[src/rtl/host_uart_rx_pkg.sv]
// Shared definitions for the host UART blocks: data width and FSM state encodings.
// The PARITY state exists only when HOST_UART_PARITY_EN is defined.
package host_uart_rx_pkg;

  localparam int UART_DATA_BITS = 8;

  typedef enum logic [2:0] {
    ST_IDLE      = 3'd0,
    ST_START     = 3'd1,
    ST_DATA      = 3'd2,
`ifdef HOST_UART_PARITY_EN
    ST_PARITY    = 3'd3,
`endif
    ST_STOP      = 3'd4,
    ST_WAIT_IDLE = 3'd5
  } uart_state_t;

endpackage

[src/rtl/host_uart_fifo.sv]
// First-word-fall-through receive FIFO with wrap-bit pointers.
// A push into a full FIFO is accepted when a pop happens in the same cycle.
module host_uart_fifo #(
  parameter int WIDTH = 8,
  parameter int DEPTH = 16
) (
  input  logic             clk,
  input  logic             rst,
  input  logic             wr_en,
  input  logic [WIDTH-1:0] din,
  input  logic             rd_en,
  output logic [WIDTH-1:0] dout,
  output logic             empty,
  output logic             full
);

  localparam int AW = $clog2(DEPTH);

  logic [WIDTH-1:0] mem [DEPTH];
  logic [AW:0]      wr_ptr_reg;
  logic [AW:0]      rd_ptr_reg;
  logic             do_rd;
  logic             do_wr;

  assign empty = (wr_ptr_reg == rd_ptr_reg);
  assign full  = (wr_ptr_reg[AW] != rd_ptr_reg[AW]) &&
                 (wr_ptr_reg[AW-1:0] == rd_ptr_reg[AW-1:0]);
  assign do_rd = rd_en && !empty;
  assign do_wr = wr_en && (!full || do_rd);

  // Head byte is presented directly; forced to zero while empty so reset shows dout=0.
  assign dout = empty ? '0 : mem[rd_ptr_reg[AW-1:0]];

  // Storage array, written without reset so it can map to RAM.
  always_ff @(posedge clk) begin
    if (do_wr) mem[wr_ptr_reg[AW-1:0]] <= din;
  end

  // Pointer update; the extra top bit distinguishes full from empty.
  always_ff @(posedge clk) begin
    if (rst) begin
      wr_ptr_reg <= '0;
      rd_ptr_reg <= '0;
    end else begin
      if (do_wr) wr_ptr_reg <= wr_ptr_reg + 1'b1;
      if (do_rd) rd_ptr_reg <= rd_ptr_reg + 1'b1;
    end
  end

endmodule

[src/rtl/host_uart_rx.sv]
// Host UART receiver: synchronizer, frame-decoding FSM, receive FIFO, sticky error flags.
// Optional even-parity bit enabled by defining HOST_UART_PARITY_EN (default build is 8N1).
module host_uart_rx
  import host_uart_rx_pkg::*;
#(
  parameter int CLKS_PER_BIT = 8,
  parameter int FIFO_DEPTH   = 16
) (
  input  logic       clk,
  input  logic       rst,
  input  logic       rx,
  input  logic       rd_en,
  output logic [7:0] dout,
  output logic       empty,
  output logic       full,
  output logic       frame_err,
  output logic       overrun,
  input  logic       err_clr
);

  localparam int CW = $clog2(CLKS_PER_BIT);
  localparam logic [CW-1:0] CNT_HALF = CW'(CLKS_PER_BIT / 2 - 1);
  localparam logic [CW-1:0] CNT_LAST = CW'(CLKS_PER_BIT - 1);

  logic rx_sync1_reg, rx_s, rx_prev_reg;

  uart_state_t                state_reg, state_next;
  logic [CW-1:0]              cnt_reg, cnt_next;
  logic [2:0]                 bit_cnt_reg, bit_cnt_next;
  logic [UART_DATA_BITS-1:0]  shift_reg, shift_next;
  logic                       push_reg, push_next;
  logic                       ferr_set;
  logic                       ovr_set;
  logic                       frame_err_reg, overrun_reg;
`ifdef HOST_UART_PARITY_EN
  logic                       par_err_reg, par_err_next;
`endif

  // Two-flop synchronizer plus a delayed copy for falling-edge detection; all idle high.
  always_ff @(posedge clk) begin
    if (rst) begin
      rx_sync1_reg <= 1'b1;
      rx_s         <= 1'b1;
      rx_prev_reg  <= 1'b1;
    end else begin
      rx_sync1_reg <= rx;
      rx_s         <= rx_sync1_reg;
      rx_prev_reg  <= rx_s;
    end
  end

  // FSM and datapath registers.
  always_ff @(posedge clk) begin
    if (rst) begin
      state_reg   <= ST_IDLE;
      cnt_reg     <= '0;
      bit_cnt_reg <= '0;
      shift_reg   <= '0;
      push_reg    <= 1'b0;
`ifdef HOST_UART_PARITY_EN
      par_err_reg <= 1'b0;
`endif
    end else begin
      state_reg   <= state_next;
      cnt_reg     <= cnt_next;
      bit_cnt_reg <= bit_cnt_next;
      shift_reg   <= shift_next;
      push_reg    <= push_next;
`ifdef HOST_UART_PARITY_EN
      par_err_reg <= par_err_next;
`endif
    end
  end

  // Next-state logic: start is checked at half a bit, every later sample one bit apart.
  always_comb begin
    state_next   = state_reg;
    cnt_next     = cnt_reg + 1'b1;
    bit_cnt_next = bit_cnt_reg;
    shift_next   = shift_reg;
    push_next    = 1'b0;
    ferr_set     = 1'b0;
`ifdef HOST_UART_PARITY_EN
    par_err_next = par_err_reg;
`endif
    case (state_reg)
      ST_IDLE: begin
        cnt_next = '0;
        if (rx_prev_reg && !rx_s) begin
          state_next   = ST_START;
          bit_cnt_next = '0;
        end
      end
      ST_START: begin
        if (cnt_reg == CNT_HALF) begin
          cnt_next   = '0;
          state_next = rx_s ? ST_IDLE : ST_DATA;
`ifdef HOST_UART_PARITY_EN
          par_err_next = 1'b0;
`endif
        end
      end
      ST_DATA: begin
        if (cnt_reg == CNT_LAST) begin
          cnt_next     = '0;
          shift_next   = {rx_s, shift_reg[UART_DATA_BITS-1:1]};
          bit_cnt_next = bit_cnt_reg + 1'b1;
          if (bit_cnt_reg == 3'd7) begin
`ifdef HOST_UART_PARITY_EN
            state_next = ST_PARITY;
`else
            state_next = ST_STOP;
`endif
          end
        end
      end
`ifdef HOST_UART_PARITY_EN
      ST_PARITY: begin
        if (cnt_reg == CNT_LAST) begin
          cnt_next     = '0;
          par_err_next = (rx_s != ^shift_reg);
          state_next   = ST_STOP;
        end
      end
`endif
      ST_STOP: begin
        if (cnt_reg == CNT_LAST) begin
          cnt_next = '0;
          if (!rx_s) begin
            ferr_set   = 1'b1;
            state_next = ST_WAIT_IDLE;
`ifdef HOST_UART_PARITY_EN
          end else if (par_err_reg) begin
            ferr_set   = 1'b1;
            state_next = ST_IDLE;
`endif
          end else begin
            push_next  = 1'b1;
            state_next = ST_IDLE;
          end
        end
      end
      ST_WAIT_IDLE: begin
        cnt_next = '0;
        if (rx_s) state_next = ST_IDLE;
      end
      default: begin
        cnt_next   = '0;
        state_next = ST_IDLE;
      end
    endcase
  end

  // A push is lost only if the FIFO is full and no pop frees a slot this cycle.
  assign ovr_set = push_reg && full && !rd_en;

  // Sticky error flags; a new event beats a simultaneous clear.
  always_ff @(posedge clk) begin
    if (rst) begin
      frame_err_reg <= 1'b0;
      overrun_reg   <= 1'b0;
    end else begin
      if (ferr_set)     frame_err_reg <= 1'b1;
      else if (err_clr) frame_err_reg <= 1'b0;
      if (ovr_set)      overrun_reg   <= 1'b1;
      else if (err_clr) overrun_reg   <= 1'b0;
    end
  end

  assign frame_err = frame_err_reg;
  assign overrun   = overrun_reg;

  host_uart_fifo #(
    .WIDTH (UART_DATA_BITS),
    .DEPTH (FIFO_DEPTH)
  ) u_fifo (
    .clk   (clk),
    .rst   (rst),
    .wr_en (push_reg),
    .din   (shift_reg),
    .rd_en (rd_en),
    .dout  (dout),
    .empty (empty),
    .full  (full)
  );

endmodule

[config.mk]
export PLATFORM = sky130hd
export DESIGN_NAME = host_uart_rx
export DESIGN_NICKNAME = d
export VERILOG_FILES = /design/src/rtl/host_uart_rx_pkg.sv /design/src/rtl/host_uart_fifo.sv /design/src/rtl/host_uart_rx.sv
export SDC_FILE = /design/constraint.sdc
export NUM_CORES = 1
export LEC_CHECK = 0
export BUFFER_PORTS_ARGS = -buffer_cell sky130_fd_sc_hd__buf_2
export CAP_MARGIN = 20
export CORE_AREA = 2 2 109 164
export DETAILED_ROUTE_END_ITERATION = 10
export DIE_AREA = 0 0 111 166
export PLACE_DENSITY = 0.6
export SLEW_MARGIN = 20
export SYNTH_ARGS = -nofsm -noshare
export SYNTH_HDL_FRONTEND = slang
export SYNTH_SLANG_ARGS = --single-unit
[constraint.sdc]
create_clock -name clk -period 2.63 [get_ports clk]
set_input_delay 0.526 -clock clk [delete_from_list [all_inputs] [get_ports clk]]
set_output_delay 0.526 -clock clk [all_outputs]
set_load 0.01 [all_outputs]
==> impl_metrics.ini, run 1 <==
[routing]
wl_per_cell_um = 20.1
postRouteAntennaNets = 0
num_vias = 3672
drc = 0
drt-initial-drc-count = 243
viasPerCell = 5.31
wl_mm = 13.9
firstDrtPassIters = 5

[place]
dp_slack_ns = 0.356
io_buffers = 16
dp.cells = 644
routabilityCongestion = 0.798
dpl.hpwl_mm = 8.95

[layout]
layout_commonest_cell = edfxtp_1
nets = 482
seq_area_um2 = 4600
final_cell_mix = edfxtp_1 (128), nand2_1 (32), dfxtp_1 (32)
multi_input_area_um2 = 2080
diodes = 0
post-route-util = 0.469
fin_cells = 692
drive_gt1_frac = 0.294
largest_register_ffs = 128
fill_cells = 1459
area_growth_syn_to_layout_pct = 19.4

[cts]
clock_sinks = 165
clkLatencyLatePin_ns = 0.41
cts_max_path_buffers = 2
cts_buffers = 17
cts_root_buffer = clkbuf_16
cts_tree = done
htreeDepth = 4
cts.clk_slew.worst_paths_ns = 0.06
holdBufCountCts = 0

[grt]
grt_overflow = 0
grt_first_pass_wirelength_mm = 21.2
grt_max_degree = 40
grt_antenna_before_repair = 0
grt_pass1_vias = 3745
track_usage = 0.152

[setup_path]
crit_type = flop to primary output
crit_path_end_kind = primary output
rrSetupSlack_ns = 0.37
crit_arrival_ns = 2.09
timing.rr.end = u_fifo.mem[13][0]$_DFFE_PP_
ff2ff_path_depth = 5
required_ns = 2.10
r2r_start = u_fifo.wr_ptr_reg[2]$_SDFFE_PP0P_
start_kind = flop
cp_max_fo = 9
endpoint = dout[5]

[floorplanning]
die_w_um = 111
io_pins = 17
initial_core_util = 0.393
num_rows = 59
coreArea_um2 = 17100
dieHeight_um = 166
dieArea_um2 = 18400

[timing]
worst_pin_slew_ns = 0.895
holdWs_ns = 0.298
finalWorstSetupSlack_ns = 0.0100
fin_crit_ns = 2.62
rsz0062_at_grt = true
setup_tns_ns = 0
period_share = 0.996
drv_slew = 0
relSlewSlack = 0.403
finalClockSkew_ns = 0.0119
setup_viol = 0
hold_viol_final = 0
clock.fmax_ghz = 0.382

[yosys]
postSynthAreaPerCell_um2 = 15.7
synth_fp_nets = 443
synth_cell_types = 46
synth_area_um2 = 6700
synthArstFlopShare = 0
synth_ff_type = edfxtp_1
ys_warn_count = 0
syn_inst = 427
yosysSeqAreaShare = 0.684
ys_ff_latch = 165
synth_edf_count = 128

[outcome]
status = finished clean

[power_and_ir_drop]
peakVddDrop_mv = 0.525
leakagePower_nw = 2.73
power_density_nw_per_um2 = 708

[hold_path]
hold_class = input pin to flop

[run]
maxCapViolCount = 0
-- stage by stage --
| stage | power [mW] | area (um2) |
|---|---|---|
| floorplan | 3.03 | 6700 |
| global placement | 3.06 | 7040 |
| detailed placement | 3.07 | 7040 |
| CTS | 5.71 | 7730 |
| global route | 5.84 | 8000 |
| finish | 5.67 | 8000 |
-- cell type report --
cell class,instances,share of cell area
flip-flops and latches,165,0.574
clock buffers,18,0.0536
repair buffers,42,0.0482
clock inverters,14,0.0264
inverters,8,0.00375
multi-input cells,232,0.260
well taps,213,0.0333
-- routing by layer --
layer	track usage	vias to the layer above	wire, um
met5	0	-	0
met1	0.179	1858	5410
li1	-	1714	-
met2	0.276	84	7710
met3	0.0285	16	539
met4	0.0560	0	268
-- kinds of logic after synthesis --
logic type                 after synthesis  synth area share
buffers and inverters                   30            0.0226
muxes                                   50             0.123
and+or+nand+nor                        104            0.0792
adders and majority gates               11            0.0205
xor gates and xnor gates                12            0.0157
AOI/OAI and AO/OA                       55            0.0547
DFF                                    165             0.684
-- worst min-delay path by stage --
| stage | start | end | slack (ns) | cells after the start |
|---|---|---|---|---|
| after floorplan | rx_sync1_reg$_SDFF_PP1_ | rx_s$_SDFF_PP1_ | 0.39 | 1 |
| after global placement | rx_sync1_reg$_SDFF_PP1_ | rx_s$_SDFF_PP1_ | 0.40 | 1 |
| after detailed placement | rx_sync1_reg$_SDFF_PP1_ | rx_s$_SDFF_PP1_ | 0.40 | 1 |
| after CTS | rx | rx_sync1_reg$_SDFF_PP1_ | 0.29 | 2 |
| after global routing | rx | rx_sync1_reg$_SDFF_PP1_ | 0.29 | 2 |
| final | rx | rx_sync1_reg$_SDFF_PP1_ | 0.30 | 2 |
-- Yosys cell counts (2+ instances only) --
cell type / number / share of area
mux2_2: 8 / 0.013
and2b_1: 2 / 0.0022
ha_1: 11 / 0.021
xor2_1: 5 / 0.0065
dfxtp_1: 37 / 0.11
inv_1: 8 / 0.0045
a21oi_1: 24 / 0.018
nand4_1: 4 / 0.0037
buf_4: 4 / 0.0045
a211oi_1: 4 / 0.0045
clkbuf_2: 2 / 0.0015
xnor2_1: 7 / 0.0092
o22a_1: 3 / 0.0039
buf_2: 5 / 0.0037
mux4_2: 25 / 0.084
edfxtp_1: 128 / 0.57
o21ai_0: 7 / 0.0052
and2_1: 3 / 0.0028
nor3_1: 2 / 0.0015
and3_1: 13 / 0.012
or2_2: 3 / 0.0028
a221oi_1: 7 / 0.0092
nor4bb_1: 3 / 0.0045
nor2b_1: 4 / 0.0037
nor2_1: 24 / 0.013
nand3_1: 2 / 0.0015
nand2_1: 37 / 0.021
nand2b_1: 2 / 0.0019
buf_6: 2 / 0.0034
clkbuf_1: 9 / 0.0050
mux2i_1: 17 / 0.025
-- report_power, final --
part,leakage [nW],switching (mW),total (mW),internal (mW)
combinational,0.933,0.105,0.194,0.0885
clock,0.310,1.03,2.66,1.62
sequential,1.49,0.0325,2.82,2.79
total,2.73,1.17,5.67,4.50
-- what timing repair did --
| item | in CTS | in global routing |
|---|---|---|
| gates resized for setup | 7 | 30 |
| buffers inserted | 1 | 11 |
| pin swaps | 0 | 6 |
| gates cloned | 1 | 3 |
| setup endpoints to repair | 8 | 8 |
-- critical path, stage by stage, from the launching register on --
cell and delay, ns:
dfxtp_4 0.41, buf_16 0.15, mux4_2 0.50, mux2_4 0.29, nand2_1 0.08, a21oi_1 0.08, buf_2 0.14
Power figures use the tool's default switching activity.
==> inputs of run 2 (changes only) <==
--- a/config.mk
+++ b/config.mk
@@ -8,6 +8,7 @@
 export BUFFER_PORTS_ARGS = -buffer_cell sky130_fd_sc_hd__buf_2
 export CAP_MARGIN = 20
 export CORE_AREA = 2 2 109 164
+export CTS_BUF_LIST = sky130_fd_sc_hd__clkbuf_4 sky130_fd_sc_hd__clkbuf_8
 export DETAILED_ROUTE_END_ITERATION = 10
 export DIE_AREA = 0 0 111 166
 export PLACE_DENSITY = 0.6
==> run 2 against run 1 <==
Against the previous run:
- cell count is 1.7% lower
- largest cell class unchanged
- worst hold slack worse by 0.023 ns
- first-iteration DRC count is 19% higher
- utilization is 1.7 points lower
- combinational power hardly changed
- critical path depth stayed put
- maximum frequency hardly changed
- critical path type unchanged
==> impl_metrics.ini, run 2 (synthesis results as in run 1) <==
[layout]
multi_input_area_um2 = 2100
fill_cells = 1484
fin_area_um2 = 7710
seq_area_um2 = 4590
layout_commonest_cell = edfxtp_1
diodes = 0
area_growth_syn_to_layout_pct = 15.0
final_cell_mix = edfxtp_1 (128), dfxtp_1 (33), nand2_1 (32)
drive_gt1_frac = 0.278
nets = 470
largest_register_ffs = 128

[routing]
top_signal_layer_used = met4
postRouteAntennaNets = 0
drc = 0
wl_per_cell_um = 20.0
num_vias = 3620
viasPerCell = 5.32
wl_met2_mm = 7.49
met3WireLength_um = 367
drt-initial-drc-count = 289
wl_met1_mm = 5.49
wl_mm = 13.6
firstDrtPassIters = 4

[timing]
relSlewSlack = 0.364
finalClockSkew_ns = 0.0169
drv_slew = 0
worst_pin_slew_ns = 0.953
setup_tns_ns = 0
period_share = 0.997
setup_viol = 0
hold_viol_final = 0
rsz0062_at_grt = true
fin_crit_ns = 2.62
clock.fmax_ghz = 0.381

[place]
io_buffers = 16
routabilityCongestion = 0.798
place_area_um2 = 7040
dpl.hpwl_mm = 8.95

[hold_path]
holdPathStages = 2
hp-start = rx
whs_endpoint = rx_sync1_reg$_SDFF_PP1_
hold_class = input pin to flop

[floorplanning]
die_w_um = 111
dieArea_um2 = 18400
dieHeight_um = 166
coreArea_um2 = 17100
num_rows = 59
initial_core_util = 0.393
io_pins = 17

[cts]
htreeDepth = 4
cts_tree = done
clock_sinks = 165
holdBufCountCts = 0
cts_max_path_buffers = 2
cts.clk_slew.worst_paths_ns = 0.08
cts_buffers = 17
cts_root_buffer = clkbuf_8
clkLatencyLatePin_ns = 0.44

[power_and_ir_drop]
clockPowerShare = 0.403
peakVddDrop_mv = 0.305
power_frac_seq = 0.559
power.total_mw = 5.04
power_density_nw_per_um2 = 654
p_sw_mw = 1.09
intPower_mw = 3.95
combPwrFrac = 0.038
leakagePower_nw = 2.57
swShare = 0.217

[setup_path]
r2r_start = u_fifo.wr_ptr_reg[2]$_SDFFE_PP0P_
required_ns = 2.10
rrSetupSlack_ns = 0.35
critical_path.top_delay_family = multiplexers
cpPeakStageDelay_ns = 0.51
ff2ff_path_depth = 5
start_kind = flop
crit_path_end_kind = primary output
cp_max_fo = 9
cp_slowest_cell = mux4_2
crit_arrival_ns = 2.10
crit_path_cell_trace = buf_12 > mux4_2 > mux2_4 > nand2_2 > a21oi_2 > buf_2
crit_type = flop to primary output
crit_buf_inv = 2
timing.rr.end = u_fifo.mem[12][5]$_DFFE_PP_

[grt]
grt_antenna_before_repair = 0
track_usage = 0.155
grt_first_pass_wirelength_mm = 21.5
grt_overflow = 0
grt_pass1_vias = 3755
grt_max_degree = 36

[run]
maxCapViolCount = 0

[outcome]
status = finished clean
[run 2: power by group through the flow]
stage	combinational, mW	sequential, mW	clock, mW
3_3_place_gp	0.188	2.88	0
2_1_floorplan	0.178	2.86	0
6_report	0.192	2.82	2.03
5_1_grt	0.219	2.82	2.18
4_1_cts	0.193	2.82	2.08
3_5_place_dp	0.192	2.88	0
[run 2: timing repair]
action	in CTS	in global routing
buffers inserted	2	0
gates resized for setup	24	15
cloned	2	0
endpoints found under the setup margin	9	9
[run 2: area by class of cell]
type / instances / share of cell area
inverters: 8 / 0.00390
well taps: 213 / 0.0346
clock buffers: 18 / 0.0313
flip-flops and latches: 165 / 0.596
multi-input cells: 232 / 0.272
clock inverters: 14 / 0.0274
repair buffers: 30 / 0.0341
[run 2: how the worst max path moves through the flow]
| stage | from | to | slack, ns | depth (start not counted) |
|---|---|---|---|---|
| CTS | flop | dout[6] | -0.03 | 6 |
| floorplan | flop | dout[0] | 0.51 | 6 |
| global placement | u_fifo.wr_ptr_reg[3]$_SDFFE_PP0P_ | u_fifo.mem[13][3]$_DFFE_PP_ | 0.37 | 5 |
| finish | flop | dout[7] | 0.008 | 6 |
| global route | flop | dout[3] | -0.08 | 6 |
| detailed placement | flop | dout[4] | 0.36 | 6 |
[run 2: per-layer routing]
| layer | global-route usage | up-vias |
|---|---|---|
| li1 | - | 1684 |
| met1 | 0.181 | 1855 |
| met2 | 0.280 | 65 |
| met3 | 0.0354 | 16 |
| met4 | 0.0505 | 0 |
| met5 | 0 | - |
[run 2: stage by stage]
step	hold slack (ns)	utilization	worst slack, ns	instances
6_report	0.275	0.452	0.00839	680
5_1_grt	0.240	0.452	-0.0810	680
4_1_cts	0.240	0.449	-0.0335	680
3_5_place_dp	0.397	0.413	0.356	644
3_3_place_gp	0.396	0.413	0.369	644
2_1_floorplan	0.389	-	0.515	427
==> inputs of run 3 (changes only) <==
--- a/config.mk
+++ b/config.mk
@@ -7,11 +7,11 @@
 export LEC_CHECK = 0
 export BUFFER_PORTS_ARGS = -buffer_cell sky130_fd_sc_hd__buf_2
 export CAP_MARGIN = 20
-export CORE_AREA = 2 2 109 164
+export CORE_AREA = 2 2 90 135
 export CTS_BUF_LIST = sky130_fd_sc_hd__clkbuf_4 sky130_fd_sc_hd__clkbuf_8
 export DETAILED_ROUTE_END_ITERATION = 10
-export DIE_AREA = 0 0 111 166
-export PLACE_DENSITY = 0.6
+export DIE_AREA = 0 0 92 137
+export PLACE_DENSITY = 0.81
 export SLEW_MARGIN = 20
 export SYNTH_ARGS = -nofsm -noshare
 export SYNTH_HDL_FRONTEND = slang
==> run 3 against run 2 <==
Against the previous run:
- the flow now finishes with violations (setup timing)
- sequential cell count stayed put
- utilization is 21 points higher
- first-iteration DRC count is 27% higher
- critical path depth stayed put
- largest power group unchanged
- highest routed layer unchanged
==> impl_metrics.ini, run 3 (synthesis results as in run 1) <==
[outcome]
status = finished, violations left
failed_checks = setup timing

[setup_path]
crit_path_cell_trace = buf_12 > mux4_2 > mux2_4 > nand2_2 > a21oi_2 > buf_2
cpPeakStageDelay_ns = 0.54
crit_arrival_ns = 2.15
cp_max_fo = 5
cp_slowest_cell = mux4_2
required_ns = 2.10
r2r_start = u_fifo.wr_ptr_reg[0]$_SDFFE_PP0P_
crit_path_end_kind = primary output
start_kind = flop
crit_buf_inv = 2
crit_type = flop to primary output
critical_path.top_delay_family = multiplexers

[layout]
layout_commonest_cell = edfxtp_1
largest_register_ffs = 128
fin_area_um2 = 7560
nets = 471
fill_cells = 773
diodes = 0
drive_gt1_frac = 0.271
area_growth_syn_to_layout_pct = 12.9
final_cell_mix = edfxtp_1 (128), nand2_1 (32), dfxtp_1 (31)

[cts]
cts_buffers = 17
holdBufCountCts = 0
clock_sinks = 165
cts.clk_slew.worst_paths_ns = 0.08
cts_max_path_buffers = 2
htreeDepth = 4
clkLatencyLatePin_ns = 0.46
cts_root_buffer = clkbuf_8
cts_tree = done

[floorplanning]
dieHeight_um = 137
num_rows = 48
dieArea_um2 = 12600
initial_core_util = 0.587
coreArea_um2 = 11400
die_w_um = 92
io_pins = 17

[timing]
rsz0062_at_grt = true
finalWorstSetupSlack_ns = -0.0435
drv_slew = 0
holdWs_ns = 0.264
worst_pin_slew_ns = 0.730
setup_viol = 7
finalClockSkew_ns = 0.0153
period_share = 1.02
fin_crit_ns = 2.67
relSlewSlack = 0.513
hold_viol_final = 0
clock.fmax_ghz = 0.374

[grt]
track_usage = 0.218
grt_pass1_vias = 3668
grt_overflow = 0
grt_antenna_before_repair = 0
grt_first_pass_wirelength_mm = 20.0
grt_max_degree = 36

[place]
dpl.hpwl_mm = 8.08
routabilityCongestion = 0.803
io_buffers = 16
place_area_um2 = 6940

[power_and_ir_drop]
leakagePower_nw = 2.56
power_density_nw_per_um2 = 653
power.total_mw = 4.94
peakVddDrop_mv = 0.356

[routing]
postRouteAntennaNets = 0
wl_mm = 13.3
viasPerCell = 6.01
drt-initial-drc-count = 366
drc = 0
num_vias = 3712
wl_per_cell_um = 21.5
firstDrtPassIters = 5

[run]
maxCapViolCount = 0

[hold_path]
hold_class = input pin to flop
hp-start = rx
run 3: changes by cell type in the layout (fill, tap and decap cells not counted), moves of 2 or more:
cell / delta
dfxtp_1: -2
a221oi_2: -4
clkbuf_16: +2
o21ai_1: +3
a221oi_4: -2
a221oi_1: +6
o21ai_0: -3
run 3: power breakdown:
group          switching [mW]  internal (mW)
clock                   0.953          0.980
combinational           0.105         0.0886
sequential             0.0318           2.78
run 3: final timing paths:
check	to	slack, ns	depth (start not counted)
setup / recovery	dout[3]	-0.04	6
hold / removal	rx_sync1_reg$_SDFF_PP1_	0.26	2
setup reg to reg	u_fifo.mem[10][5]$_DFFE_PP_	0.44	5
hold reg to reg	rx_s$_SDFF_PP1_	0.44	1
run 3: routing by layer:
layer | routed length, um | track usage | vias to the layer above
met1 | 5040 | 0.264 | 1868
met5 | 0 | 0 | -
met4 | 449 | 0.105 | 0
met3 | 710 | 0.0518 | 28
met2 | 7090 | 0.371 | 125
li1 | - | - | 1691
run 3: repair_timing:
| item | CTS | global route |
|---|---|---|
| buffers inserted | 3 | 0 |
| pin swaps | 1 | 5 |
| hold endpoints to repair | 0 | 0 |
| endpoints found under the setup margin | 9 | 8 |
| gates resized for setup | 16 | 19 |
| cloned | 1 | 2 |
run 3: cell type report:
type | instances | area [um2] | share of cell area
Clock buffer | 18 | 241 | 0.0319
Clock inverter | 14 | 186 | 0.0247
Inverter | 8 | 30.0 | 0.00397
Multi-Input combinational cell | 232 | 2040 | 0.270
Sequential cell | 165 | 4600 | 0.608
Tap cell | 150 | 188 | 0.0248
Timing Repair Buffer | 31 | 277 | 0.0366
run 3: worst register-to-register path, delay by kind of cell (launching register included):
kind                   cells  cell delay (ns)
buffers and inverters      1             0.18
XOR/XNOR                   1             0.22
AO/OA/AOI/OAI              1             0.32
flip-flops                 1             0.51
AND/OR/NAND/NOR            2             0.60
run 3: stage by stage:
step                      TNS [ns]   util  worst slack [ns]  cells
after floorplan                  0      -             0.515    427
after global placement           0  0.608             0.348    580
after detailed placement         0  0.608             0.248    580
after CTS                   -0.271  0.653           -0.0614    616
after global routing        -0.762  0.663            -0.138    618
final                       -0.132  0.663           -0.0435    618
